## config.mk

```make
export PLATFORM = sky130hd
export DESIGN_NAME = scrambler_seq_flat
export DESIGN_NICKNAME = d
export VERILOG_FILES = /design/src/rtl/scrambler_pkg.sv /design/src/rtl/scrambler_seq_if.sv /design/src/rtl/bit_serializer.sv /design/src/rtl/scrambler_seq.sv /design/src/flat_wrapper.sv
export SDC_FILE = /design/constraint.sdc
export NUM_CORES = 1
export LEC_CHECK = 0
export BUFFER_PORTS_ARGS = -buffer_cell sky130_fd_sc_hd__buf_2
export CORE_AREA = 2 2 69 71
export CTS_CLUSTER_SIZE = 10
export DETAILED_ROUTE_END_ITERATION = 10
export DIE_AREA = 0 0 71 73
export GPL_ROUTABILITY_DRIVEN = 0
export MAX_ROUTING_LAYER = met4
export PLACE_DENSITY = 0.89
export SLEW_MARGIN = 5
export SYNTH_ARGS = -nofsm -noshare
export SYNTH_HDL_FRONTEND = slang
export SYNTH_HIERARCHICAL = 1
export SYNTH_SLANG_ARGS = --single-unit
```

## constraint.sdc

```tcl
create_clock -name clock -period 4.26 [get_ports clock]
set_input_delay 1.278 -clock clock [delete_from_list [all_inputs] [get_ports clock]]
set_output_delay 1.278 -clock clock [all_outputs]
set_load 0.05 [all_outputs]
```

## src/rtl/scrambler_pkg.sv

```systemverilog
// Shared types and constants for the 802.11 scrambler frame sequencer.
// Holds the FSM state encoding, the all-ones seed substitute, the default
// SERVICE/TAIL lengths and the counter width used for those phases.
package scrambler_pkg;

    // Frame phases, in the order a frame walks through them.
    typedef enum logic [2:0] {
        IDLE    = 3'd0,
        LOAD    = 3'd1,
        SERVICE = 3'd2,
        DATA    = 3'd3,
        TAIL    = 3'd4,
        DONE    = 3'd5
    } state_e;

    // A zero seed would lock the scrambler LFSR at zero, so it is replaced.
    localparam logic [6:0] SEED_ALL_ONES = 7'h7F;

    localparam int LEN_W_DEF        = 12;
    localparam int SERVICE_BITS_DEF = 16;
    localparam int TAIL_BITS_DEF    = 6;

    // Wide enough to count either SERVICE or TAIL cycles.
    localparam int CNT_W = 5;

    // Seed actually presented to the scrambler for a requested seed.
    function automatic logic [6:0] eff_seed(input logic [6:0] s);
        return (s == 7'd0) ? SEED_ALL_ONES : s;
    endfunction

endpackage

```

## src/rtl/scrambler_seq_if.sv

```systemverilog
// Bundle of the frame-request, byte-stream and scrambler-side signals.
// byte_valid/byte_ready: a byte moves on a rising edge where both are high;
// byte_valid without byte_ready is simply ignored and the source keeps the
// byte; byte_ready never depends combinationally on byte_valid.
// slave is the sequencer side, master is the side driving frames and bytes.
interface scrambler_seq_if #(
    parameter int LEN_W = 12
);
    import scrambler_pkg::*;

    logic             start;
    logic [6:0]       seed;
    logic [LEN_W-1:0] len;
    logic [7:0]       byte_data;
    logic             byte_valid;
    logic             byte_ready;
    logic             scr_load;
    logic [6:0]       scr_seed;
    logic             scr_enable;
    logic             scr_bit;
    logic             tail_zero;
    logic             busy;
    logic             done;
    logic             underrun;
    state_e           state_dbg;

    modport slave (
        input  start, seed, len, byte_data, byte_valid,
        output byte_ready, scr_load, scr_seed, scr_enable, scr_bit,
               tail_zero, busy, done, underrun, state_dbg
    );

    modport master (
        output start, seed, len, byte_data, byte_valid,
        input  byte_ready, scr_load, scr_seed, scr_enable, scr_bit,
               tail_zero, busy, done, underrun, state_dbg
    );

endinterface

```

## src/rtl/bit_serializer.sv

```systemverilog
// 8-bit LSB-first shift register feeding the scrambler one bit per clock.
// load takes priority over shift so a new byte can replace the last bit of
// the previous one on the same edge. Zeros are shifted in, so once a byte is
// fully sent bit_out stays 0 until the next load; empty marks that condition.
module bit_serializer (
    input  logic       clock,
    input  logic       reset,
    input  logic       load,
    input  logic       shift,
    input  logic [7:0] byte_in,
    output logic       bit_out,
    output logic [2:0] bit_idx,
    output logic       empty
);
    logic [7:0] shreg_q, shreg_d;
    logic [2:0] bit_idx_q, bit_idx_d;
    logic       empty_q, empty_d;

    // Next shift-register contents, bit position and empty flag.
    always_comb begin
        shreg_d   = shreg_q;
        bit_idx_d = bit_idx_q;
        empty_d   = empty_q;
        if (load) begin
            shreg_d   = byte_in;
            bit_idx_d = 3'd0;
            empty_d   = 1'b0;
        end else if (shift) begin
            shreg_d   = {1'b0, shreg_q[7:1]};
            bit_idx_d = bit_idx_q + 3'd1;
            if (bit_idx_q == 3'd7) begin
                empty_d = 1'b1;
            end
        end
    end

    // Register update with synchronous active-low reset.
    always_ff @(posedge clock) begin
        if (!reset) begin
            shreg_q   <= 8'd0;
            bit_idx_q <= 3'd0;
            empty_q   <= 1'b1;
        end else begin
            shreg_q   <= shreg_d;
            bit_idx_q <= bit_idx_d;
            empty_q   <= empty_d;
        end
    end

    assign bit_out = shreg_q[0];
    assign bit_idx = bit_idx_q;
    assign empty   = empty_q;

endmodule

```

## src/rtl/scrambler_seq.sv

```systemverilog
// Frame sequencer for the 802.11 scrambler: seed load, SERVICE zeros,
// LSB-first PSDU bits, TAIL zeros, then a one-cycle done pulse.
// Byte starvation stalls the stream (scr_enable low) without losing bits and
// sets the sticky underrun flag.
// Optional feature macro: SCRAMBLER_SEQ_TAILZERO_EN drives tail_zero high
// during TAIL; without it tail_zero is held at 0.
module scrambler_seq
    import scrambler_pkg::*;
#(
    parameter int LEN_W        = LEN_W_DEF,
    parameter int SERVICE_BITS = SERVICE_BITS_DEF,
    parameter int TAIL_BITS    = TAIL_BITS_DEF
) (
    input  logic           clock,
    input  logic           reset,
    scrambler_seq_if.slave bus
);
    localparam logic [CNT_W-1:0] SERVICE_LAST = CNT_W'(SERVICE_BITS - 1);
    localparam logic [CNT_W-1:0] TAIL_LAST    = CNT_W'(TAIL_BITS - 1);

    state_e           state_q, state_d;
    logic [CNT_W-1:0] cnt_q, cnt_d;
    logic [LEN_W-1:0] bytes_left_q, bytes_left_d;
    logic             underrun_q, underrun_d;
    logic             byte_ready_q, byte_ready_d;
    logic             scr_load_q, scr_load_d;
    logic [6:0]       scr_seed_q, scr_seed_d;
    logic             scr_enable_q, scr_enable_d;
    logic             tail_zero_q, tail_zero_d;
    logic             busy_q, busy_d;
    logic             done_q, done_d;

    logic             stall_d;
    logic             accept;
    logic             ser_load;
    logic             ser_shift;
    logic             ser_bit;
    logic             ser_empty;
    logic [2:0]       ser_idx;

    bit_serializer u_ser (
        .clock   (clock),
        .reset   (reset),
        .load    (ser_load),
        .shift   (ser_shift),
        .byte_in (bus.byte_data),
        .bit_out (ser_bit),
        .bit_idx (ser_idx),
        .empty   (ser_empty)
    );

    // Phase sequencing, byte acceptance and starvation detection.
    // Inside DATA an empty serializer means the stream is stalled waiting on
    // a byte; the bit position is therefore implicitly held.
    always_comb begin
        state_d      = state_q;
        cnt_d        = cnt_q;
        bytes_left_d = bytes_left_q;
        underrun_d   = underrun_q;
        stall_d      = 1'b0;
        ser_load     = 1'b0;
        ser_shift    = 1'b0;
        accept       = byte_ready_q & bus.byte_valid;

        case (state_q)
            IDLE: begin
                if (bus.start) begin
                    state_d      = LOAD;
                    bytes_left_d = bus.len;
                    underrun_d   = 1'b0;
                end
            end
            LOAD: begin
                state_d = SERVICE;
                cnt_d   = '0;
            end
            SERVICE: begin
                if (cnt_q == SERVICE_LAST) begin
                    cnt_d = '0;
                    if (bytes_left_q == '0) begin
                        state_d = TAIL;
                    end else begin
                        state_d = DATA;
                        if (accept) begin
                            ser_load = 1'b1;
                        end else begin
                            stall_d    = 1'b1;
                            underrun_d = 1'b1;
                        end
                    end
                end else begin
                    cnt_d = cnt_q + CNT_W'(1);
                end
            end
            DATA: begin
                if (ser_empty) begin
                    // Stalled: resume on the cycle after a byte arrives.
                    if (accept) begin
                        ser_load = 1'b1;
                    end else begin
                        stall_d = 1'b1;
                    end
                end else begin
                    ser_shift = 1'b1;
                    if (ser_idx == 3'd7) begin
                        bytes_left_d = bytes_left_q - LEN_W'(1);
                        if (bytes_left_q == LEN_W'(1)) begin
                            state_d = TAIL;
                            cnt_d   = '0;
                        end else if (accept) begin
                            ser_load = 1'b1;
                        end else begin
                            stall_d    = 1'b1;
                            underrun_d = 1'b1;
                        end
                    end
                end
            end
            TAIL: begin
                if (cnt_q == TAIL_LAST) begin
                    state_d = DONE;
                    cnt_d   = '0;
                end else begin
                    cnt_d = cnt_q + CNT_W'(1);
                end
            end
            DONE: begin
                state_d = IDLE;
            end
            default: begin
                state_d = IDLE;
            end
        endcase
    end

    // Registered outputs derived from the phase being entered next cycle.
    always_comb begin
        scr_load_d   = (state_d == LOAD);
        scr_seed_d   = (state_d == LOAD) ? eff_seed(bus.seed) : 7'd0;
        scr_enable_d = (state_d == SERVICE) || (state_d == TAIL) ||
                       ((state_d == DATA) && !stall_d);
`ifdef SCRAMBLER_SEQ_TAILZERO_EN
        tail_zero_d  = (state_d == TAIL);
`else
        tail_zero_d  = 1'b0;
`endif
        busy_d       = (state_d != IDLE);
        done_d       = (state_d == DONE);
        // Ready for the first byte in the last SERVICE cycle, for the next
        // byte while bit 7 is going out, and throughout a stall.
        byte_ready_d = stall_d ||
                       ((state_d == SERVICE) && (cnt_d == SERVICE_LAST) &&
                        (bytes_left_d != '0)) ||
                       ((state_q == DATA) && !ser_empty && (ser_idx == 3'd6) &&
                        (bytes_left_q > LEN_W'(1)));
    end

    // State, counters and output registers; reset wins over everything.
    always_ff @(posedge clock) begin
        if (!reset) begin
            state_q      <= IDLE;
            cnt_q        <= '0;
            bytes_left_q <= '0;
            underrun_q   <= 1'b0;
            byte_ready_q <= 1'b0;
            scr_load_q   <= 1'b0;
            scr_seed_q   <= 7'd0;
            scr_enable_q <= 1'b0;
            tail_zero_q  <= 1'b0;
            busy_q       <= 1'b0;
            done_q       <= 1'b0;
        end else begin
            state_q      <= state_d;
            cnt_q        <= cnt_d;
            bytes_left_q <= bytes_left_d;
            underrun_q   <= underrun_d;
            byte_ready_q <= byte_ready_d;
            scr_load_q   <= scr_load_d;
            scr_seed_q   <= scr_seed_d;
            scr_enable_q <= scr_enable_d;
            tail_zero_q  <= tail_zero_d;
            busy_q       <= busy_d;
            done_q       <= done_d;
        end
    end

    assign bus.byte_ready = byte_ready_q;
    assign bus.scr_load   = scr_load_q;
    assign bus.scr_seed   = scr_seed_q;
    assign bus.scr_enable = scr_enable_q;
    // The serializer only holds non-zero bits while DATA bits are going out,
    // so its output is zero in every other phase and during stalls.
    assign bus.scr_bit    = ser_bit;
    assign bus.tail_zero  = tail_zero_q;
    assign bus.busy       = busy_q;
    assign bus.done       = done_q;
    assign bus.underrun   = underrun_q;
    assign bus.state_dbg  = state_q;

endmodule

```

## src/flat_wrapper.sv

```systemverilog
// flat-port wrapper written by rule: the top's interface ports become plain ports
module scrambler_seq_flat import scrambler_pkg::*;
#(
    parameter int LEN_W        = LEN_W_DEF,
    parameter int SERVICE_BITS = SERVICE_BITS_DEF,
    parameter int TAIL_BITS    = TAIL_BITS_DEF
)
  (clock, reset, bus_start, bus_seed, bus_len, bus_byte_data, bus_byte_valid, bus_byte_ready, bus_scr_load, bus_scr_seed, bus_scr_enable, bus_scr_bit, bus_tail_zero, bus_busy, bus_done, bus_underrun, bus_state_dbg);
  scrambler_seq_if #(.LEN_W(LEN_W)) bus_i ();
  input  logic clock;
  input  logic reset;
  input wire logic [$bits(bus_i.start)-1:0] bus_start;
  input wire logic [$bits(bus_i.seed)-1:0] bus_seed;
  input wire logic [$bits(bus_i.len)-1:0] bus_len;
  input wire logic [$bits(bus_i.byte_data)-1:0] bus_byte_data;
  input wire logic [$bits(bus_i.byte_valid)-1:0] bus_byte_valid;
  output wire logic [$bits(bus_i.byte_ready)-1:0] bus_byte_ready;
  output wire logic [$bits(bus_i.scr_load)-1:0] bus_scr_load;
  output wire logic [$bits(bus_i.scr_seed)-1:0] bus_scr_seed;
  output wire logic [$bits(bus_i.scr_enable)-1:0] bus_scr_enable;
  output wire logic [$bits(bus_i.scr_bit)-1:0] bus_scr_bit;
  output wire logic [$bits(bus_i.tail_zero)-1:0] bus_tail_zero;
  output wire logic [$bits(bus_i.busy)-1:0] bus_busy;
  output wire logic [$bits(bus_i.done)-1:0] bus_done;
  output wire logic [$bits(bus_i.underrun)-1:0] bus_underrun;
  output wire logic [$bits(bus_i.state_dbg)-1:0] bus_state_dbg;
  assign bus_i.start = bus_start;
  assign bus_i.seed = bus_seed;
  assign bus_i.len = bus_len;
  assign bus_i.byte_data = bus_byte_data;
  assign bus_i.byte_valid = bus_byte_valid;
  assign bus_byte_ready = bus_i.byte_ready;
  assign bus_scr_load = bus_i.scr_load;
  assign bus_scr_seed = bus_i.scr_seed;
  assign bus_scr_enable = bus_i.scr_enable;
  assign bus_scr_bit = bus_i.scr_bit;
  assign bus_tail_zero = bus_i.tail_zero;
  assign bus_busy = bus_i.busy;
  assign bus_done = bus_i.done;
  assign bus_underrun = bus_i.underrun;
  assign bus_state_dbg = bus_i.state_dbg;
  scrambler_seq #(.LEN_W(LEN_W), .SERVICE_BITS(SERVICE_BITS), .TAIL_BITS(TAIL_BITS)) u_core (.clock(clock), .reset(reset), .bus(bus_i));
endmodule
```

==> run summary <==
Ys async rst share: 0
Flops & latches, synth: 45
DR vias: 2357
Leakage: 0.001274 µW
Max Freq: 338.4 MHz
Post_cts resized: 0
Vias in the first global route: 2120
Die area: 5183 µm²
Mapped cell area: 2521 µm²
Yosys Warn Count: 6
Final net count: 372
TritonCTS clock tree: built
Core Util, Final: 0.6306
Syn Nets: 330
First-pass GRT wire length: 9.542 mm
Final setup viols: 0
Wire per inst: 14.83 µm
Starting Density: 0.5559
Status: completed
Unique masters post-synth: 64
Drt pass-1 iters: 4
TNS Setup: 0 ns
Main synth FF type: dfxtp_1
EDFF count, synth: 0
Ports: 49
Unrepaired setup endpoints after global routing: false
Postcts setup bufs: 0
Vias/cell: 6.090
WP data required: 4.45 ns
Maximum buffer depth of the clock tree: 2
CP Cell Sequence: buf_2 > nor4b_2 > nor2_1 > a22o_1 > nor3_1 > nand4_1 > nor4_2 > o41ai_1
Layout fillers: 380
Synth Area per Inst: 8.694 µm²
Layout cells sized above 1: 0.2372
Total gr overflow: 0
Seq/Total Area, Yosys: 0.3573
GRT Overall Usage: 0.2352
Final Slew Violations: 0
Placeable Area: 4536 µm²
Die W: 71 µm
Peak supply drop: 220.7 µV
Part of the cycle the worst path needs: 0.6937
Root Driver: clkbuf_8
HP Class: register to register
Number of routed nets with antenna violations: 0
Final hold violation count: 0
Cell Pwr Density: 318.8 nW/µm²
IO Port Bufs: 47
CTS Hold Buffers Added: 0
Worst-path clk slew: 0.09 ns
Chip height: 73 µm
Initial antenna violation count: 0
Worst slew pin tran: 1.024 ns
Worst setup EP type: register
Startpoint class of the critical path: input pin
Crit Path Category: input pin to register
Detailed-route DRC error count: 0
MaxCap Viol Count: 0
Crit Path Max Fanout: 8
Largest net degree at the start of global routing: 23
# rows: 25
1st-iter DRT viols: 184
Final hold slack: 0.5492 ns
Post-Synthesis Cells: 290
Crit path largest cell delay: 0.57 ns
DP HPWL: 4.184 mm
Clk_lat worst skew: 0.31 ns
Clock skew: 0.01810 ns
Final min period: 2.955 ns
Relative slew slack: 0.3109
CP max stage cell: nor4b_2
Num CTS Buffers: 5
Clock sink count: 45
# diodes: 0
DRT Wirelength: 5.741 mm
CTS H-tree depth: 2
Critical Path AT: 3.14 ns
Layout area overhead: 13.45%
==> worst max-delay path: cells and delay by family <==
kind	cells	cell delay, ns
simple gates	5	1.40
buf+inv	1	0.12
compound gates	2	0.34
==> flip-flops by register name, summed over array words and instances, names as in the netlist <==
signal	count
u_core/bus.scr_load	1
u_core/bytes_left_q	12
u_core/u_ser/bit_idx	3
u_core/cnt_q	5
u_core/bus.busy	1
u_core/bus.state_dbg	3
u_core/u_ser/shreg_q	8
u_core/bus.scr_seed	7
u_core/bus.scr_enable	1
u_core/bus.underrun	1
u_core/bus.byte_ready	1
u_core/u_ser/empty	1
u_core/bus.done	1
==> cell usage in the layout, fill, tap and decap left out, types with 3 or more instances in the layout <==
| cell | Yosys | final |
|---|---|---|
| o21a_1 | 8 | 8 |
| clkbuf_8 | 0 | 5 |
| mux2_2 | 8 | 8 |
| o21ai_0 | 11 | 11 |
| nand2_1 | 22 | 22 |
| xnor2_1 | 3 | 3 |
| dfxtp_1 | 45 | 45 |
| and2_1 | 7 | 7 |
| buf_2 | 6 | 47 |
| a21oi_1 | 18 | 18 |
| and3_1 | 8 | 8 |
| nor3_1 | 10 | 10 |
| nor4_1 | 3 | 3 |
| nand2b_1 | 10 | 10 |
| ha_1 | 9 | 9 |
| or4_1 | 3 | 3 |
| nor2_1 | 26 | 26 |
| nand3_1 | 5 | 5 |
| nand4_1 | 3 | 3 |
| a221o_1 | 4 | 4 |
| o211a_1 | 8 | 8 |
| inv_1 | 13 | 13 |
==> layer usage <==
metal | vias to the layer above | global-route usage | part of all wire
li1 | 1143 | - | -
met2 | 104 | 0.3967 | 0.50
met3 | 14 | 0.04558 | 0.064
met4 | 0 | 0.07338 | 0.016
met1 | 1096 | 0.2856 | 0.42
met5 | - | - | 0
==> path summary, 6_finish.rpt <==
| check | startpoint | to | slack (ns) | cells past startpoint |
|---|---|---|---|---|
| worst max-delay path | bus_start | u_core/bus.byte_ready | 1.30 | 8 |
| worst min-delay path | u_core/bus.underrun | u_core/bus.underrun | 0.55 | 2 |
| worst max register to register | u_core/bus.state_dbg[1] | u_core/bus.byte_ready | 1.48 | 7 |
| worst min register to register | u_core/bus.underrun | u_core/bus.underrun | 0.55 | 2 |
==> where the power goes <==
group	internal (µW)	total (µW)	switching (µW)
registers	438	459	21.2
clock network	119	277	158
logic	64.8	176	112
==> through the flow <==
step,area (µm²),power [µW],worst slack [ns],cells
CTS,2860,915.9,1.341,387
detailed placement,2766,641.4,1.011,379
global route,2860,954.8,1.124,387
floorplan,2521,595.4,1.388,290
global placement,2766,635.5,1.137,379
finish,2860,911.7,1.305,387
==> cell usage after synthesis (2+ instances only) <==
| cell type | n | area share |
|---|---|---|
| nor2_2 | 2 | 0.0050 |
| nor3_1 | 10 | 0.020 |
| mux2_2 | 8 | 0.036 |
| and3_1 | 8 | 0.020 |
| nand3_1 | 5 | 0.0099 |
| o21ai_0 | 11 | 0.022 |
| a21oi_1 | 18 | 0.036 |
| a22oi_1 | 2 | 0.0060 |
| ha_1 | 9 | 0.045 |
| buf_2 | 6 | 0.012 |
| a21boi_0 | 2 | 0.0060 |
| nor2b_1 | 2 | 0.0050 |
| a2111oi_2 | 2 | 0.012 |
| clkbuf_1 | 4 | 0.0060 |
| xnor2_1 | 3 | 0.010 |
| inv_1 | 13 | 0.019 |
| nand4_1 | 3 | 0.0074 |
| nand2b_1 | 10 | 0.025 |
| a221o_1 | 4 | 0.016 |
| o2bb2ai_1 | 2 | 0.0069 |
| nand2_1 | 22 | 0.033 |
| nor4_1 | 3 | 0.0074 |
| o211a_1 | 8 | 0.032 |
| or3_1 | 2 | 0.0050 |
| dfxtp_1 | 45 | 0.36 |
| mux2i_1 | 2 | 0.0079 |
| nor3b_1 | 2 | 0.0060 |
| nand4b_1 | 2 | 0.0069 |
| nor2_1 | 26 | 0.039 |
| and2_1 | 7 | 0.017 |
| or4_1 | 3 | 0.0089 |
| o21a_1 | 8 | 0.024 |
| nor4_2 | 2 | 0.0099 |
| nand3b_1 | 2 | 0.0060 |
| buf_4 | 3 | 0.0089 |
==> cells by family (layout without fill, tap and decap cells) <==
group | count (synthesis) | count (layout) | share of synthesized area
simple gates | 119 | 119 | 0.2610
xor+xnor | 4 | 4 | 0.01390
flops | 45 | 45 | 0.3573
fa+ha+maj | 9 | 9 | 0.04467
compound gates | 75 | 75 | 0.2273
mux | 10 | 10 | 0.04367
other cells | 1 | 1 | 0.001487
buf+inv | 27 | 70 | 0.05062
==> area by class of cell <==
class                   count  area (µm²)  share of cell area
multi-input cells         218        1499              0.5241
inverters                  13       48.80             0.01706
well taps                  54       67.56             0.02362
flip-flops and latches     45       900.9              0.3150
clock inverters             3       25.02            0.008749
repair buffers             49       250.2             0.08749
clock buffers               5       68.82             0.02406
No activity file was read; power rests on OpenSTA's default activity.
